### src/rtl/scp_079_gen.sv
// SCP-079 staged intrusion sequencer.
// Green advances the stages, yellow stalls them, red forces containment.
module scp_079_gen #(
  parameter int T_SEC     = 10,
  parameter int T_DB      = 10,
  parameter int T_CTRL    = 10,
  parameter int T_RED     = 3,
  parameter int T_CONTAIN = 5,
  parameter int TIMER_W   = 8
) (
  input  logic               clock,
  input  logic               reset_n,
  input  logic               green,
  input  logic               yellow,
  input  logic               red,
  output logic               a_security,
  output logic               a_database,
  output logic               a_control_sys,
  output logic               cheat_out,
  output logic [2:0]         state,
  output logic [TIMER_W-1:0] timer,
  output logic               alarm_err
);

  typedef enum logic [2:0] {
    IDLE    = 3'd0,
    SEC     = 3'd1,
    DB      = 3'd2,
    CTRL    = 3'd3,
    CHEAT   = 3'd4,
    CONTAIN = 3'd5
  } st_t;

  typedef logic [TIMER_W-1:0] tmr_t;

  localparam tmr_t SEC_END = tmr_t'(T_SEC - 1);
  localparam tmr_t DB_END  = tmr_t'(T_DB - 1);
  localparam tmr_t CTL_END = tmr_t'(T_CTRL - 1);
  localparam tmr_t RED_END = tmr_t'(T_RED - 1);
  localparam tmr_t CON_END = tmr_t'(T_CONTAIN - 1);
  localparam tmr_t TMAX    = '1;

  logic onehot;
  logic go_r;
  logic go_y;

  st_t  st;
  st_t  st_n;
  tmr_t tm;
  tmr_t tm_n;
  tmr_t stage_end;

  function automatic tmr_t inc(input tmr_t t);
    return (t == TMAX) ? t : t + tmr_t'(1);
  endfunction

  // Any non-one-hot code fails safe to red.
  assign onehot = $onehot({green, yellow, red});
  assign go_r   = red | ~onehot;
  assign go_y   = onehot & yellow;

  always_comb begin
    stage_end = SEC_END;
    case (st)
      DB:      stage_end = DB_END;
      CTRL:    stage_end = CTL_END;
      default: stage_end = SEC_END;
    endcase
  end

  always_comb begin
    st_n = st;
    tm_n = tm;
    case (st)
      IDLE: begin
        if (!go_r && !go_y) begin
          st_n = SEC;
          tm_n = '0;
        end
      end
      SEC, DB, CTRL: begin
        unique case (1'b1)
          go_r: begin
            st_n = CONTAIN;
            tm_n = '0;
          end
          go_y: begin
            st_n = st;
          end
          default: begin
            if (tm == stage_end) begin
              st_n = st_t'(st + 3'd1);
              tm_n = '0;
            end else begin
              tm_n = inc(tm);
            end
          end
        endcase
      end
      CHEAT: begin
        if (!go_r) begin
          tm_n = '0;
        end else if (tm == RED_END) begin
          st_n = CONTAIN;
          tm_n = '0;
        end else begin
          tm_n = inc(tm);
        end
      end
      CONTAIN: begin
        if (tm == CON_END && !go_r) begin
          st_n = IDLE;
          tm_n = '0;
        end else if (tm != CON_END) begin
          tm_n = inc(tm);
        end
      end
      default: begin
        st_n = CONTAIN;
        tm_n = '0;
      end
    endcase
  end

  // Flags are decoded from the next state so they register with it.
  always_ff @(posedge clock or negedge reset_n) begin
    if (!reset_n) begin
      st            <= IDLE;
      tm            <= '0;
      alarm_err     <= 1'b0;
      a_security    <= 1'b0;
      a_database    <= 1'b0;
      a_control_sys <= 1'b0;
      cheat_out     <= 1'b0;
    end else begin
      st            <= st_n;
      tm            <= tm_n;
      alarm_err     <= ~onehot;
      a_security    <= st_n inside {SEC, DB, CTRL, CHEAT};
      a_database    <= st_n inside {DB, CTRL, CHEAT};
      a_control_sys <= st_n inside {CTRL, CHEAT};
      cheat_out     <= (st_n == CHEAT);
    end
  end

  assign state = st;
  assign timer = tm;

endmodule

### config.mk
export PLATFORM = sky130hd
export DESIGN_NAME = scp_079_gen
export DESIGN_NICKNAME = d
export VERILOG_FILES = /design/src/rtl/scp_079_gen.sv
export SDC_FILE = /design/constraint.sdc
export NUM_CORES = 1
export LEC_CHECK = 0
export BUFFER_PORTS_ARGS = -buffer_cell sky130_fd_sc_hd__buf_4
export CORE_ASPECT_RATIO = 1.2
export CORE_UTILIZATION = 59
export CTS_CLUSTER_DIAMETER = 200
export CTS_CLUSTER_SIZE = 14
export DETAILED_ROUTE_END_ITERATION = 6
export PLACE_DENSITY = 0.95
export SYNTH_ARGS = -nofsm -noshare
export SYNTH_HDL_FRONTEND = slang
export SYNTH_SLANG_ARGS = --single-unit
### constraint.sdc
create_clock -name clock -period 4.52 [get_ports clock]
set_input_delay 0.904 -clock clock [delete_from_list [all_inputs] [get_ports clock]]
set_output_delay 0.904 -clock clock [all_outputs]
set_load 0.01 [all_outputs]
Word-level counts from Yosys, hierarchy flattened
Index checks and enable logic that the tools add are counted.

$add $sub $neg: 4. Multiply operators: 0. Divide/modulo/power cells: 0. $lt $le $gt $ge: 0. Equality and inequality tests: 18. Shifts and indexed selects: 0. Muxes and demuxes: 16. Bitwise logic cells: 3. Reductions and logical operators: 10.

Operator list (count): two-way mux 8 bit (7); case mux 8 bit (4 select lines) (1); case mux 8 bit (2 select lines) (1); two-way mux 3 bit (5); == test 3 x 2 -> 1 bit (second input constant) (4); case mux 3 bit (4 select lines) (1); == test 3 bit (second input constant) (3); adder 8 x 1 -> 8 bit (second input constant) (1); == test 8 x 2 -> 1 bit (second input constant) (1); == test 8 x 3 -> 1 bit (second input constant) (1); == test 8 x 4 -> 1 bit (second input constant) (1); == test 8 bit (second input constant) (1); != test 8 x 3 -> 1 bit (second input constant) (1); == test 3 x 1 -> 1 bit (second input constant) (2); case mux 3 bit (2 select lines) (1); != test 2 bit (second input constant) (2); nonzero test 4 bit (1); adder 3 x 1 -> 3 bit (second input constant) (1); logical NOT 3 bit (1); != test 3 bit (second input constant) (1); AND reduction 3 bit (1); nonzero test 3 bit (1); OR reduction 3 bit (1); adder 1 x 1 -> 2 bit (1); 8 further kinds (10).

Register bits after elaboration: 16. Latch bits: 0. Bits in writable memories: 0. Bits in read-only memories: 0. Output and inout port bits: 16. Logic and storage cells: 58. Memories: 0.

Logic depth before layout (Yosys ltp)
Depth after elaboration: 11. Mapped depth: 9.

Least setup slack after synthesis
No wires, ideal clock.

Path kind: in2reg. Start point: input port green. End point: register tm[4] (netlist: timer[4]). Arrival time: 2979 ps. Slack: 1420 ps. Cell stages on the path: 9. Path buffers: 1. Cells stage by stage: inv_1 > fa_1 > or3b_1 > clkbuf_1 > o21ai_0 > nand3_1 > nor3_2 > o22ai_1 > a22o_1.

Word-level cells in the longest chain between the ends: 8.

Ends and longest elaborated chain: start, declared (line 13) `input logic green,`; adder 2 x 1 -> 2 bit (implied by the code) (*) (line 58) `assign onehot = $onehot({green, yellow, red});`; == test 2 x 1 -> 1 bit (*) (line 58); inverter 1 bit (line 59) `assign go_r = red | ~onehot;`; bitwise OR 1 bit (line 59); logical NOT 1 bit (line 76, 111); logical AND 1 bit, on equally long branches (line 111, 76); two-way mux 8 bit, or another cell as far along (line 111) `if (tm == CON_END && !go_r) begin`; case mux 8 bit (4 select lines) / AND reduction 3 bit (equally long branches); end signal, assigned (line 137) `tm <= tm_n;`; end, declared (line 49) `tmr_t tm;`.

Every way passes the cells marked *; elsewhere a longest branch is shown, timed or not. A chain may end at the register's enable or synchronous reset.

Worst setup path after layout
Start point: input port yellow. End point: register a_security.

Word-level cells in the longest chain between the ends: 11.

Ends and longest elaborated chain: start, declared (line 14) `input logic yellow,`; adder 1 x 1 -> 2 bit (implied by the code) (line 58); adder 2 x 1 -> 2 bit (implied by the code) (line 58); == test 2 x 1 -> 1 bit (line 58); inverter 1 bit (line 59); bitwise OR 1 bit (line 59); logical NOT 1 bit (line 76, 111); logical AND 1 bit, on equally long branches (line 111, 76); two-way mux 3 bit, on equally long branches (line 111, 76); case mux 3 bit (4 select lines) (*) (line 74) `case (st)`; via st_n[0] (line 48) `st_t st_n;`; == test 3 x 1 -> 1 bit, or another cell as far along (line 139) `a_security <= st_n inside {SEC, DB, CTRL, CHEAT};`; nonzero test 4 bit (*) (line 139); end signal, assigned (line 139); end, declared (line 16) `output logic a_security,`.

Mark *: on every way through the listed nets, which the timed path passes. The rest lies on a longest branch.

==> results.json <==
{
  "cellPowerDensity_nw_per_um2": 547,
  "vdd.ir_drop.worst_mv": 0.407,
  "synthDominantAreaCellType": "sky130_fd_sc_hd__dfrtp_1",
  "number_of_flops_mapped_to_enable_cells_by_yosys": 0,
  "ant_cells": 0,
  "worst_hold_path_type": "in2async",
  "max_freq_mhz": 304,
  "tightest_slew_ps": 676,
  "synth.top_cells.by_area": "sky130_fd_sc_hd__dfrtp_1, sky130_fd_sc_hd__ha_1, sky130_fd_sc_hd__nor2_1",
  "p_leak_uw": 0.000655,
  "run_status": "complete, no violations",
  "num_rows": 17,
  "cts-hold-fix-buffers": 0,
  "crit_path_from": "yellow",
  "synthesis.nets": 150,
  "die_height_um": 50.9,
  "cp.arrival_ps": 3460,
  "start_util": 0.635,
  "clock_insertion_delay_worst_skew_ps": 290,
  "drv.max_cap_violation_count": 0,
  "r2r_slack_ps": 2040,
  "drt-vias-per-instance": 6.43,
  "synth_top_cells_by_count": "sky130_fd_sc_hd__nor2_1, sky130_fd_sc_hd__dfrtp_1, sky130_fd_sc_hd__inv_1",
  "post_synthesis_sequential_area_ratio": 0.341,
  "pnr_total_power_uw": 748,
  "globalplace.congestion": 0.858,
  "design.portCount": 21,
  "clock_sink_count": 16,
  "routed_wire_length_per_instance_um": 15.5,
  "synthesis.yosys.warnings": 0,
  "routed_wirelength_um": 2700,
  "grt_start_max_net_pins": 17,
  "syn-cell-area_um2": 1170,
  "place_hpwl_um": 1980,
  "post_cts.repair.setup_buffers": 0,
  "synthMostInstantiatedCell": "sky130_fd_sc_hd__nor2_1",
  "post-synth-top-area-fraction": 0.341,
  "initial_drc_count": 33,
  "groute.usage.overall": 0.275,
  "maxSlewHeadroom": 0.548,
  "post_detailed_route_drc_marker_count": 0,
  "synth_flop_cell": "sky130_fd_sc_hd__dfrtp_1",
  "final_design_area_no_fill_um2": 1370,
  "synth-seq-cells": 16,
  "max_clock_buf_depth": 2,
  "syn_inst": 135,
  "setup_viol": 0,
  "final_min_period_over_clock_period": 0.728,
  "final.hold.worst_slack_ps": 442,
  "avgSynthCellArea_um2": 8.70,
  "drt_first_pass_iters": 5,
  "worst-path-max-fanout": 7,
  "die_width_um": 42.7,
  "worst_setup_hold_path_clk_slew_ps": 110,
  "first_global_vias": 998,
  "timing_hold_violations_final": 0,
  "timing.critical_path.to_type": "register",
  "cts_tree": "done",
  "timing.clock.skew_ps": 16.8,
  "cts_repair_resize_count": 0,
  "postRouteAntennaNets": 0,
  "asr_flop_ratio_synth": 1.00,
  "finalWorstPathRequiredPeriod_ps": 3290,
  "timing.critical_path.required_ps": 4690,
  "crit_path_start_kind": "input port",
  "die-area_um2": 2170,
  "unrepaired_setup_endpoints_after_global_routing": "no",
  "vias": 1119,
  "placement.cell_area_um2": 1330,
  "path_class": "in2reg",
  "post_route_cells_drive_above_1_share": 0.206,
  "areaGrowthSynthToFinish_pct": 16.5,
  "clockRootBuffer": "sky130_fd_sc_hd__clkbuf_4",
  "final_nets": 171,
  "cts_max_level": 1,
  "slew_viol_final": 0,
  "r2r_start": "state[1]$_DFF_PN0_",
  "number_of_antenna_violations_at_the_first_check_in_global_routing": 0,
  "synthDistinctLibCells": 46,
  "coreArea_um2": 1850,
  "cts-buffers-inserted": 3,
  "wire_length_of_the_first_global_routing_pass_um": 4530,
  "summed_negative_setup_slack_over_all_endpoints_ps": 0,
  "port_buffers": 20,
  "grt.overflow.total": 0
}
==> per-stage QoR <==
step	util	setup WS (ps)	cells
6_report	0.740	1230	174
4_1_cts	0.740	1260	174
3_3_place_gp	0.720	1020	170
5_1_grt	0.740	996	174
2_1_floorplan	-	1420	135
3_5_place_dp	0.720	988	170
==> cell families after synthesis <==
family | count (synthesis) | share of synthesized area
DFF | 16 | 0.341
buffers and inverters | 17 | 0.0554
adders and majority gates | 10 | 0.113
and+or+nand+nor | 60 | 0.266
muxes | 3 | 0.0256
xor gates and xnor gates | 4 | 0.0298
AOI/OAI and AO/OA | 25 | 0.169
==> registers in the layout (all words and copies together) (netlist names) <==
signal,cells
alarm_err,1
a_security,1
state,3
a_database,1
cheat_out,1
a_control_sys,1
timer,8
==> layout by cell type, fill, tap and decap left out, drive strengths merged, types with 2 or more instances in the layout <==
cell and instances:
a221oi 2, a31oi 2, and2 2, and3b 2
buf 20, clkbuf 4, dfrtp 16, ha 9
inv 13, mux2i 3, nand2 8, nand2b 3
nand3 3, nand4 2, nor2 19, nor3 9
nor3b 2, o21ai 5, o22a 2, o22ai 3
or2 2, xnor2 4
==> power breakdown <==
part / internal (uW) / leakage, uW / switching [uW]
Clock: 49.0 / 0.0000210 / 48.1
Combinational: 184 / 0.000430 / 231
Sequential: 184 / 0.000204 / 51.7
==> metal layers <==
metal  global-route usage  wire length, um  vias up
li1                     -                -      521
met1                0.334             1010      536
met2                0.485             1480       56
met3               0.0353              172        6
met4                0.109               30        0
met5                    0                0        -
==> cell type report <==
| class | instances | area (um^2) |
|---|---|---|
| Fill cell | 133 | 482 |
| Inverter | 13 | 48.8 |
| Multi-Input combinational cell | 102 | 709 |
| Sequential cell | 16 | 400 |
| Tap cell | 19 | 23.8 |
| Timing Repair Buffer | 20 | 150 |
| Clock buffer | 4 | 36.3 |
==> worst max-delay path, stage by stage <==
cell                       delay [ps]
sky130_fd_sc_hd__buf_4            130
sky130_fd_sc_hd__inv_1            110
sky130_fd_sc_hd__fa_1             470
sky130_fd_sc_hd__nor3b_1          590
sky130_fd_sc_hd__a31oi_1          330
sky130_fd_sc_hd__a221oi_1         340
sky130_fd_sc_hd__o32ai_1          190
sky130_fd_sc_hd__nand2b_1         240
sky130_fd_sc_hd__xnor2_1          160
==> worst paths after layout <==
path | cells past startpoint | endpoint
setup / recovery | 9 | a_security$_DFF_PN0_
hold / removal | 1 | state[1]$_DFF_PN0_
setup reg to reg | 8 | timer[4]$_DFFE_PN0P_
hold reg to reg | 1 | timer[6]$_DFFE_PN0P_
max in group asynchronous | 1 | timer[2]$_DFFE_PN0P_
min in group clock | 1 | timer[6]$_DFFE_PN0P_
(Power assumes the default switching activity.)
